$ cat src/rtl/types.sv
// Router-wide shared types.
// flit_t : one flit as carried on every router channel.
package types;

  typedef struct packed {
    logic [3:0] dest;
    logic [3:0] seq;
    logic [7:0] payload;
  } flit_t;

endpackage

$ cat src/rtl/router_output_arbiter.sv
// Wormhole output-port arbiter: round-robin grant on head flits, then the
// output stays locked to the winner until that packet's tail flit transfers.
//
// Optional feature macro: ROUTER_ARB_WATCHDOG_EN (stall watchdog, sticky flag).
//
// Ports:
//   clk, rst        clock (rising edge), asynchronous active-high reset
//   i_in_valid      per-input flit valid
//   i_in_flit       per-input flit
//   i_in_is_head    per-input head-flit marker
//   i_in_is_tail    per-input tail-flit marker (head+tail = single-flit packet)
//   o_in_ready      per-input accept (only the owner can see out_ready)
//   o_out_valid     forwarded flit valid
//   o_out_flit      forwarded flit (0 while idle)
//   i_out_ready     downstream accept
//   o_grant         one-hot current owner, 0 when idle
//   o_busy          output locked to a packet
//   o_stall_error   sticky watchdog flag (0 when the watchdog is not built)
module router_output_arbiter #(
  parameter int unsigned NUM_INPUTS  = 5,
  parameter int unsigned FLIT_WIDTH  = $bits(types::flit_t),
  parameter int unsigned STALL_LIMIT = 255
) (
  input  logic                           clk,
  input  logic                           rst,
  input  logic        [NUM_INPUTS-1:0]   i_in_valid,
  input  types::flit_t [NUM_INPUTS-1:0]  i_in_flit,
  input  logic        [NUM_INPUTS-1:0]   i_in_is_head,
  input  logic        [NUM_INPUTS-1:0]   i_in_is_tail,
  output logic        [NUM_INPUTS-1:0]   o_in_ready,
  output logic                           o_out_valid,
  output logic        [FLIT_WIDTH-1:0]   o_out_flit,
  input  logic                           i_out_ready,
  output logic        [NUM_INPUTS-1:0]   o_grant,
  output logic                           o_busy,
  output logic                           o_stall_error
);

  localparam int unsigned IDX_W = (NUM_INPUTS > 1) ? $clog2(NUM_INPUTS) : 1;

  typedef enum logic {
    S_IDLE   = 1'b0,
    S_LOCKED = 1'b1
  } state_t;

  state_t                  r_state, w_state_nxt;
  logic [NUM_INPUTS-1:0]   r_grant, w_grant_nxt;
  logic [IDX_W-1:0]        r_owner, w_owner_nxt;
  logic [IDX_W-1:0]        r_rr_ptr, w_rr_ptr_nxt;
  logic [NUM_INPUTS-1:0]   w_cand;
  logic                    w_found;
  logic [IDX_W-1:0]        w_winner;
  int unsigned             w_idx;
  logic                    w_xfer;

  // Only head flits may open a packet.
  assign w_cand = i_in_valid & i_in_is_head;

  // First candidate at or after rr_ptr, wrapping.
  always_comb begin
    w_found  = 1'b0;
    w_winner = '0;
    w_idx    = 0;
    for (int unsigned k = 0; k < NUM_INPUTS; k++) begin
      w_idx = (32'(r_rr_ptr) + k) % NUM_INPUTS;
      if (!w_found && w_cand[IDX_W'(w_idx)]) begin
        w_found  = 1'b1;
        w_winner = IDX_W'(w_idx);
      end
    end
  end

  // State register.
  always_ff @(posedge clk or posedge rst) begin
    if (rst) begin
      r_state  <= S_IDLE;
      r_grant  <= '0;
      r_owner  <= '0;
      r_rr_ptr <= '0;
    end else begin
      r_state  <= w_state_nxt;
      r_grant  <= w_grant_nxt;
      r_owner  <= w_owner_nxt;
      r_rr_ptr <= w_rr_ptr_nxt;
    end
  end

  // Next state and datapath steering.
  always_comb begin
    w_state_nxt  = r_state;
    w_grant_nxt  = r_grant;
    w_owner_nxt  = r_owner;
    w_rr_ptr_nxt = r_rr_ptr;
    o_in_ready   = '0;
    o_out_valid  = 1'b0;
    o_out_flit   = '0;
    w_xfer       = 1'b0;
    case (r_state)
      S_IDLE: begin
        if (w_found) begin
          w_state_nxt = S_LOCKED;
          w_owner_nxt = w_winner;
          w_grant_nxt = NUM_INPUTS'(1) << w_winner;
        end
      end
      S_LOCKED: begin
        o_out_valid         = i_in_valid[r_owner];
        o_out_flit          = FLIT_WIDTH'(i_in_flit[r_owner]);
        o_in_ready[r_owner] = i_out_ready;
        w_xfer              = i_in_valid[r_owner] & i_out_ready;
        // Tail transfer releases the lock; the released owner goes last next time.
        if (w_xfer && i_in_is_tail[r_owner]) begin
          w_state_nxt  = S_IDLE;
          w_grant_nxt  = '0;
          w_rr_ptr_nxt = (r_owner == IDX_W'(NUM_INPUTS - 1)) ? '0 : r_owner + IDX_W'(1);
        end
      end
      default: begin
        w_state_nxt = S_IDLE;
        w_grant_nxt = '0;
      end
    endcase
  end

  assign o_grant = r_grant;
  assign o_busy  = (r_state == S_LOCKED);

`ifdef ROUTER_ARB_WATCHDOG_EN
  logic [7:0] r_stall_cnt, w_stall_cnt_nxt;
  logic       r_stall_error;

  // Consecutive locked cycles without a transfer, saturating.
  always_comb begin
    w_stall_cnt_nxt = r_stall_cnt;
    if ((r_state != S_LOCKED) || w_xfer) begin
      w_stall_cnt_nxt = '0;
    end else if (r_stall_cnt != 8'hFF) begin
      w_stall_cnt_nxt = r_stall_cnt + 8'd1;
    end
  end

  // Flag is sticky until reset and never touches the lock.
  always_ff @(posedge clk or posedge rst) begin
    if (rst) begin
      r_stall_cnt   <= '0;
      r_stall_error <= 1'b0;
    end else begin
      r_stall_cnt   <= w_stall_cnt_nxt;
      r_stall_error <= r_stall_error | (w_stall_cnt_nxt == 8'(STALL_LIMIT));
    end
  end

  assign o_stall_error = r_stall_error;
`else
  // No watchdog built; the term keeps the threshold parameter referenced.
  assign o_stall_error = 1'b0 & (STALL_LIMIT != 0);
`endif

endmodule
$ cat config.mk
export PLATFORM = sky130hd
export DESIGN_NAME = router_output_arbiter
export DESIGN_NICKNAME = d
export VERILOG_FILES = /design/src/rtl/types.sv /design/src/rtl/router_output_arbiter.sv
export SDC_FILE = /design/constraint.sdc
export NUM_CORES = 1
export LEC_CHECK = 0
export ABC_AREA = 1
export BUFFER_PORTS_ARGS = -buffer_cell sky130_fd_sc_hd__buf_2
export CAP_MARGIN = 20
export CORE_ASPECT_RATIO = 1.1
export CORE_MARGIN = 2
export CORE_UTILIZATION = 44
export DETAILED_ROUTE_END_ITERATION = 7
export HOLD_SLACK_MARGIN = 0.1
export PLACE_DENSITY = 0.79
export SLEW_MARGIN = 20
export SYNTH_ARGS = -nofsm -noshare
export SYNTH_HDL_FRONTEND = slang
export SYNTH_SLANG_ARGS = --single-unit
$ cat constraint.sdc
create_clock -name clk -period 3.61 [get_ports clk]
set_input_delay 0.722 -clock clk [delete_from_list [all_inputs] [get_ports clk]]
set_output_delay 0.722 -clock clk [all_outputs]
set_load 0.02 [all_outputs]
# Word level (Yosys, flattened, before mapping)
# Index checks and enable logic that the tools add are counted.
# word_totals
regBits	12
inputBits	98
out_inout_bits	29
wordCells	80
# classes
n_addsub	5
div	5
order_cmp	7
n_eq_ne	3
shift	1
muxes	38
n_bitwise	4
n_reduce_logical	13
# ops
operator	n
32-bit by 3-bit remainder unit with 32-bit output (second input constant)	4
16-bit binary-select mux with 3-bit select	1
3-bit by 3-bit remainder unit with 32-bit output (second input constant)	1
16-bit two-way mux	2
3-bit by 4-bit < comparator with 1-bit output (second input constant)	6
1-bit binary-select mux with 3-bit select	7
3-bit two-way mux	6
1-bit two-way mux	16
5-bit two-way mux	3
5-bit bitwise AND	2
5-bit one-hot mux with 2 select lines	1
3-bit by 2-bit adder with 4-bit output (second input constant)	2
1-bit logical AND	6
2-bit AND reduction	3
1-bit by 3-bit left shift with 5-bit output (first input constant)	1
3-bit by 1-bit adder with 4-bit output (second input constant)	1
3-bit by 3-bit adder with 4-bit output (second input constant)	1
1-bit logical NOT	4
3-bit by 1-bit adder with 3-bit output (second input constant)	1
1-bit demux with 3-bit select	1
3-bit equality test (second input constant)	1
3-bit by 1-bit >= comparator with 1-bit output (second input constant)	1
2-bit by 1-bit inequality test with 1-bit output (second input constant)	1
2-bit inequality test (second input constant)	1
3 further kinds	3

# Longest topological paths before layout
# depth
word_depth	19
ltp_mapped	28
depth_no_buf	27

# Least setup slack after synthesis
# No wires, ideal clock.
# synth_path
path_kind	register to register
startpoint	reg r_rr_ptr[0]
endpoint	reg r_owner[0]
setup_ns	0.130
arrival_time_ns	3.360
t_required_ns	3.480
slack_ns	0.120
path_stages_with_launch	26
n_path_buf	1
period_less_slack_ns	3.490
path_cell_list	dfrtp_1 -> buf_4 -> inv_2 -> ha_1 -> inv_1 -> ha_1 -> inv_1 -> ha_1 -> nor2_2 -> nand2_1 -> nand2_2 -> xor2_1 -> ha_1 -> nand2_1 -> nand2_1 -> nand3_1 -> nand2_1 -> nand2_1 -> nand3_1 -> nand2_1 -> a21oi_4 -> nand4_2 -> nand2_4 -> inv_4 -> nand2_2 -> o21ai_2
# synth_via
elab_chain_len	17
word_cells_on_any_way	38
cone_classes	add/sub: 4; div: 5; mux: 20; reduce/logical: 9
# synth_lines
element	line	rtl
start: declaration	router_output_arbiter.sv:49	logic [IDX_W-1:0] r_rr_ptr, w_rr_ptr_nxt;
start signal: assignment	router_output_arbiter.sv:84	r_rr_ptr <= w_rr_ptr_nxt;
parallel branches: the longest is 17 deep, another holds 32-bit by 3-bit remainder unit with 32-bit output	--	
end signal: assignment	router_output_arbiter.sv:83	r_owner <= w_owner_nxt;
end: declaration	router_output_arbiter.sv:48	logic [IDX_W-1:0] r_owner, w_owner_nxt;
# Several ways; the timed one is not identified. The select of a mux whose other input is x is not followed.
# A chain may end at the register's enable or synchronous reset.

# Worst setup path after layout
# layout_path
startpoint	reg r_rr_ptr[0]
endpoint	reg r_grant[2], in the netlist o_grant[2]
# layout_via
elab_chain_len	19
word_cells_on_any_way	42
cone_classes	add/sub: 4; div: 5; eq/ne: 1; shift: 1; mux: 22; reduce/logical: 9
# layout_lines
element	line	rtl
parallel branches: the longest is 19 deep, another holds 32-bit by 3-bit remainder unit with 32-bit output	--	
end signal: assignment	router_output_arbiter.sv:82	r_grant <= w_grant_nxt;
end: declaration	router_output_arbiter.sv:47	logic [NUM_INPUTS-1:0] r_grant, w_grant_nxt;
# Several ways; the timed one is not identified. The select of a mux whose other input is x is not followed.

==> summary.md <==
| Metric | Value |
|---|---|
| GRT Total Usage | `25.37%` |
| Reg-to-reg startpoint | `r_rr_ptr[0]$_DFFE_PP0P_` |
| Sequential fraction of the synthesis area | `11.02%` |
| Peak Freq | `292.4 MHz` |
| Crit path time final | `3.421 ns` |
| Compound-Gate Fraction of Synth Area | `20.57%` |
| Worst Hold Class | `input pin to asynchronous set/reset pin` |
| Vias in the first global route | `3306` |
| Mapped Cells | `484` |
| 1st-iter DRT viols | `226` |
| Largest net degree at the start of global routing | `29` |
| Total wire length | `just over 9 mm` |
| Simple-Gate Fraction of Synth Area | `45.09%` |
| Critical path type | `flop to flop` |
| Clk_lat worst skew | `0.25 ns` |
| Max-cap violations | `0` |
| I/O pins | `approximately 130` |
| Fillcell total | `596` |
| Ys flop type | `dfrtp_1` |
| Final #Nets | `730` |
| Worst hold slack | `0.4675 ns` |
| Die Width | `79.04 um` |
| Critical Path RT | `3.75 ns` |
| Final instance area | `0.003613 sq mm` |
| Status | `finished clean` |
| Gp weighted congestion | `0.9571` |
| Xor and xnor area share after synthesis | `roughly 1.3%` |
| Die area | `0.006840 sq mm` |
| Post-synthesis sequential element count | `12` |
| CP Max Fanout | `8` |
| Drt first pass iters | `5` |
| Multi-input logic area | `0.002151 sq mm` |
| Register-to-Register Path Depth | `25` |
| CP startpoint kind | `flop` |
| Clk buf depth | `2` |
| Reg-to-reg critical path endpoint | `o_grant[2]$_DFFE_PP0P_` |
| Mux cell area share after synthesis | `0%` |
| Async SR Flop Fraction | `100.0%` |
| H-tree Lvls | `1` |
| Area growth, synth to finish | `32.60%` |
| Clock tree root driver cell | `clkbuf_8` |
| Count leader, synth | `nand2_1` |
| Post-Synth Adder-Cell Area | `9.183%` |
| Clock slew at reported path FFs | `0.05 ns` |
| Post-Syn Area | `between 0.002 and 0.003 sq mm` |
| Setup violations, final | `0` |
| CTS buffer count | `3` |
| CTS tree | `built` |
| Worst slew pin tran | `just over 0.6 ns` |
| Total core area | `approximately 0.0061 sq mm` |
| CP Capture Type | `flop` |
| Non-Filler Instances | `691` |
| Final hold vios | `0` |
| Library cells used by synthesis | `37` |
| DR vias | `3637` |
| EDFF count, synth | `0` |
| FP Rows | `30` |
| Worst Skew | `0.003620 ns` |
| Slew Viols, Final | `0` |
| Slew HR | `59.12%` |
| R2R Setup Slk | `0.19 ns` |
| Initial antenna violation count | `0` |
| Final Cycle Share | `94.75%` |
| Share of the synthesized area in the top cell type | `18.04%` |
| Wire per inst | `13.29 um` |
| Clock sink total | `12` |
| Post-DR vias/cell | `5.263` |
| Post-synth top area cell | `nand2_1` |
| Syn Nets | `between 600 and 700` |
| Fraction of layout cells with a size suffix above 1 | `33.88%` |
| Area contributors post-synth | `nand2_1 (18%), dfrtp_1 (11%), ha_1 (9.2%)` |
| DP Area | `approximately 0.0035 sq mm` |
| Antenna Nets Post-Route | `0` |
| Congestion Overflow GR | `0` |
| Hold_buf cts | `0` |
| YS warnings | `0` |
| DP HPWL | `about 7.3 mm` |
| Synthesized area per cell | `approximately 5.6 sq um` |
| Port Buf Inserts | `125` |
| Largest family of logic cells by synthesized area | `simple AND/OR/NAND/NOR gates` |
| Synth top cells by count | `nand2_1 (131), inv_1 (60), nor2_1 (55)` |
| # diodes | `0` |
| Cell Count Post-Placement | `684` |
| Register area | `301.5 sq um` |
| Worst endpoint data arrival time | `3.56 ns` |
| Die span in y | `86.54 um` |
| DRC violations left | `0` |
| First-pass GRT wire length | `14.43 mm` |
| Setup_tns | `0 ns` |
| Initial core utilization | `44.81%` |
## per-layer routing
| layer | GRT usage [%] | vias to the layer above | wire length, um |
|---|---|---|---|
| li1 | - | 1839 | - |
| met5 | 0 | - | 0 |
| met2 | 44.76 | 148 | 4636 |
| met3 | 3.125 | 23 | 495 |
| met1 | 32.37 | 1627 | 3860 |
| met4 | 7.367 | 0 | 190 |
## cell type report
type | instances | share of cell area (%)
multi-input cells | 385 | 59.52
flip-flops and latches | 12 | 8.345
clock buffers | 4 | 1.524
inverters | 70 | 7.410
well taps | 80 | 2.770
repair buffers | 140 | 20.43
## state kept, by name (all words and copies together), names as in the netlist
register,cells
o_grant,5
o_busy,1
r_owner,3
r_rr_ptr,3
## logic make-up after synthesis
| group | count (synthesis) |
|---|---|
| AND/OR/NAND/NOR | 272 |
| AO/OA/AOI/OAI | 88 |
| buffers and inverters | 87 |
| adder cells (fa/ha/maj) | 20 |
| flip-flops | 12 |
| XOR/XNOR | 4 |
| other | 1 |
## worst max-delay path by stage
stage	start	end	depth (start not counted)
after floorplan	r_rr_ptr[0]$_DFFE_PP0P_	r_owner[0]$_DFFE_PP0P_	25
after global placement	r_rr_ptr[2]$_DFFE_PP0P_	o_grant[0]$_DFFE_PP0P_	22
after detailed placement	r_rr_ptr[2]$_DFFE_PP0P_	o_grant[0]$_DFFE_PP0P_	23
after CTS	r_rr_ptr[2]$_DFFE_PP0P_	o_grant[1]$_DFFE_PP0P_	22
after global routing	r_rr_ptr[0]$_DFFE_PP0P_	o_grant[2]$_DFFE_PP0P_	26
final	r_rr_ptr[0]$_DFFE_PP0P_	o_grant[2]$_DFFE_PP0P_	25
## stage by stage
| step | util [%] | setup WS, ns |
|---|---|---|
| 6_report | 59.42 | 0.1895 |
| 5_1_grt | 59.42 | -0.06182 |
| 4_1_cts | 57.84 | 0.1653 |
| 3_5_place_dp | 56.93 | 0.1730 |
| 3_3_place_gp | 56.93 | 0.2687 |
| 2_1_floorplan | - | 0.1202 |
## repair_timing
item	4_1_cts	5_1_grt
setup buffers	0	3
endpoints found under the setup margin	0	9
endpoints found under the hold margin	0	0
gates resized for setup	0	18
## worst max-delay path: stages (launching register included)
cell	delay (ns)
dfrtp_1	0.38
inv_2	0.06
ha_1	0.16
inv_1	0.06
ha_1	0.29
inv_1	0.06
ha_1	0.20
nor2_2	0.14
nand2_2	0.09
nand2_4	0.10
xor2_4	0.18
ha_1	0.21
nand2_1	0.08
nand2_2	0.11
nand2_2	0.07
nand2_2	0.10
nand2_2	0.08
buf_4	0.14
nand3_1	0.07
nor2_2	0.06
a21oi_4	0.18
nand4_2	0.15
nand2_4	0.14
inv_4	0.06
nand2_2	0.08
o21ai_1	0.06
## placed cells by master (no fill, tap or decap), drive strengths merged
master	n
conb	1
a221oi	1
dfrtp	12
nand3	43
inv	70
nand4	9
nor2	61
buf	140
ha	20
a21oi	12
o211ai	2
xor2	4
nor3	7
nand2	146
o21ai	55
nand3b	3
clkbuf	4
or2	2
o221ai	17
a31oi	1
nor4	1
Power is not shown: default switching activity piles up to over one toggle a cycle in this logic, so the estimate is an artifact.
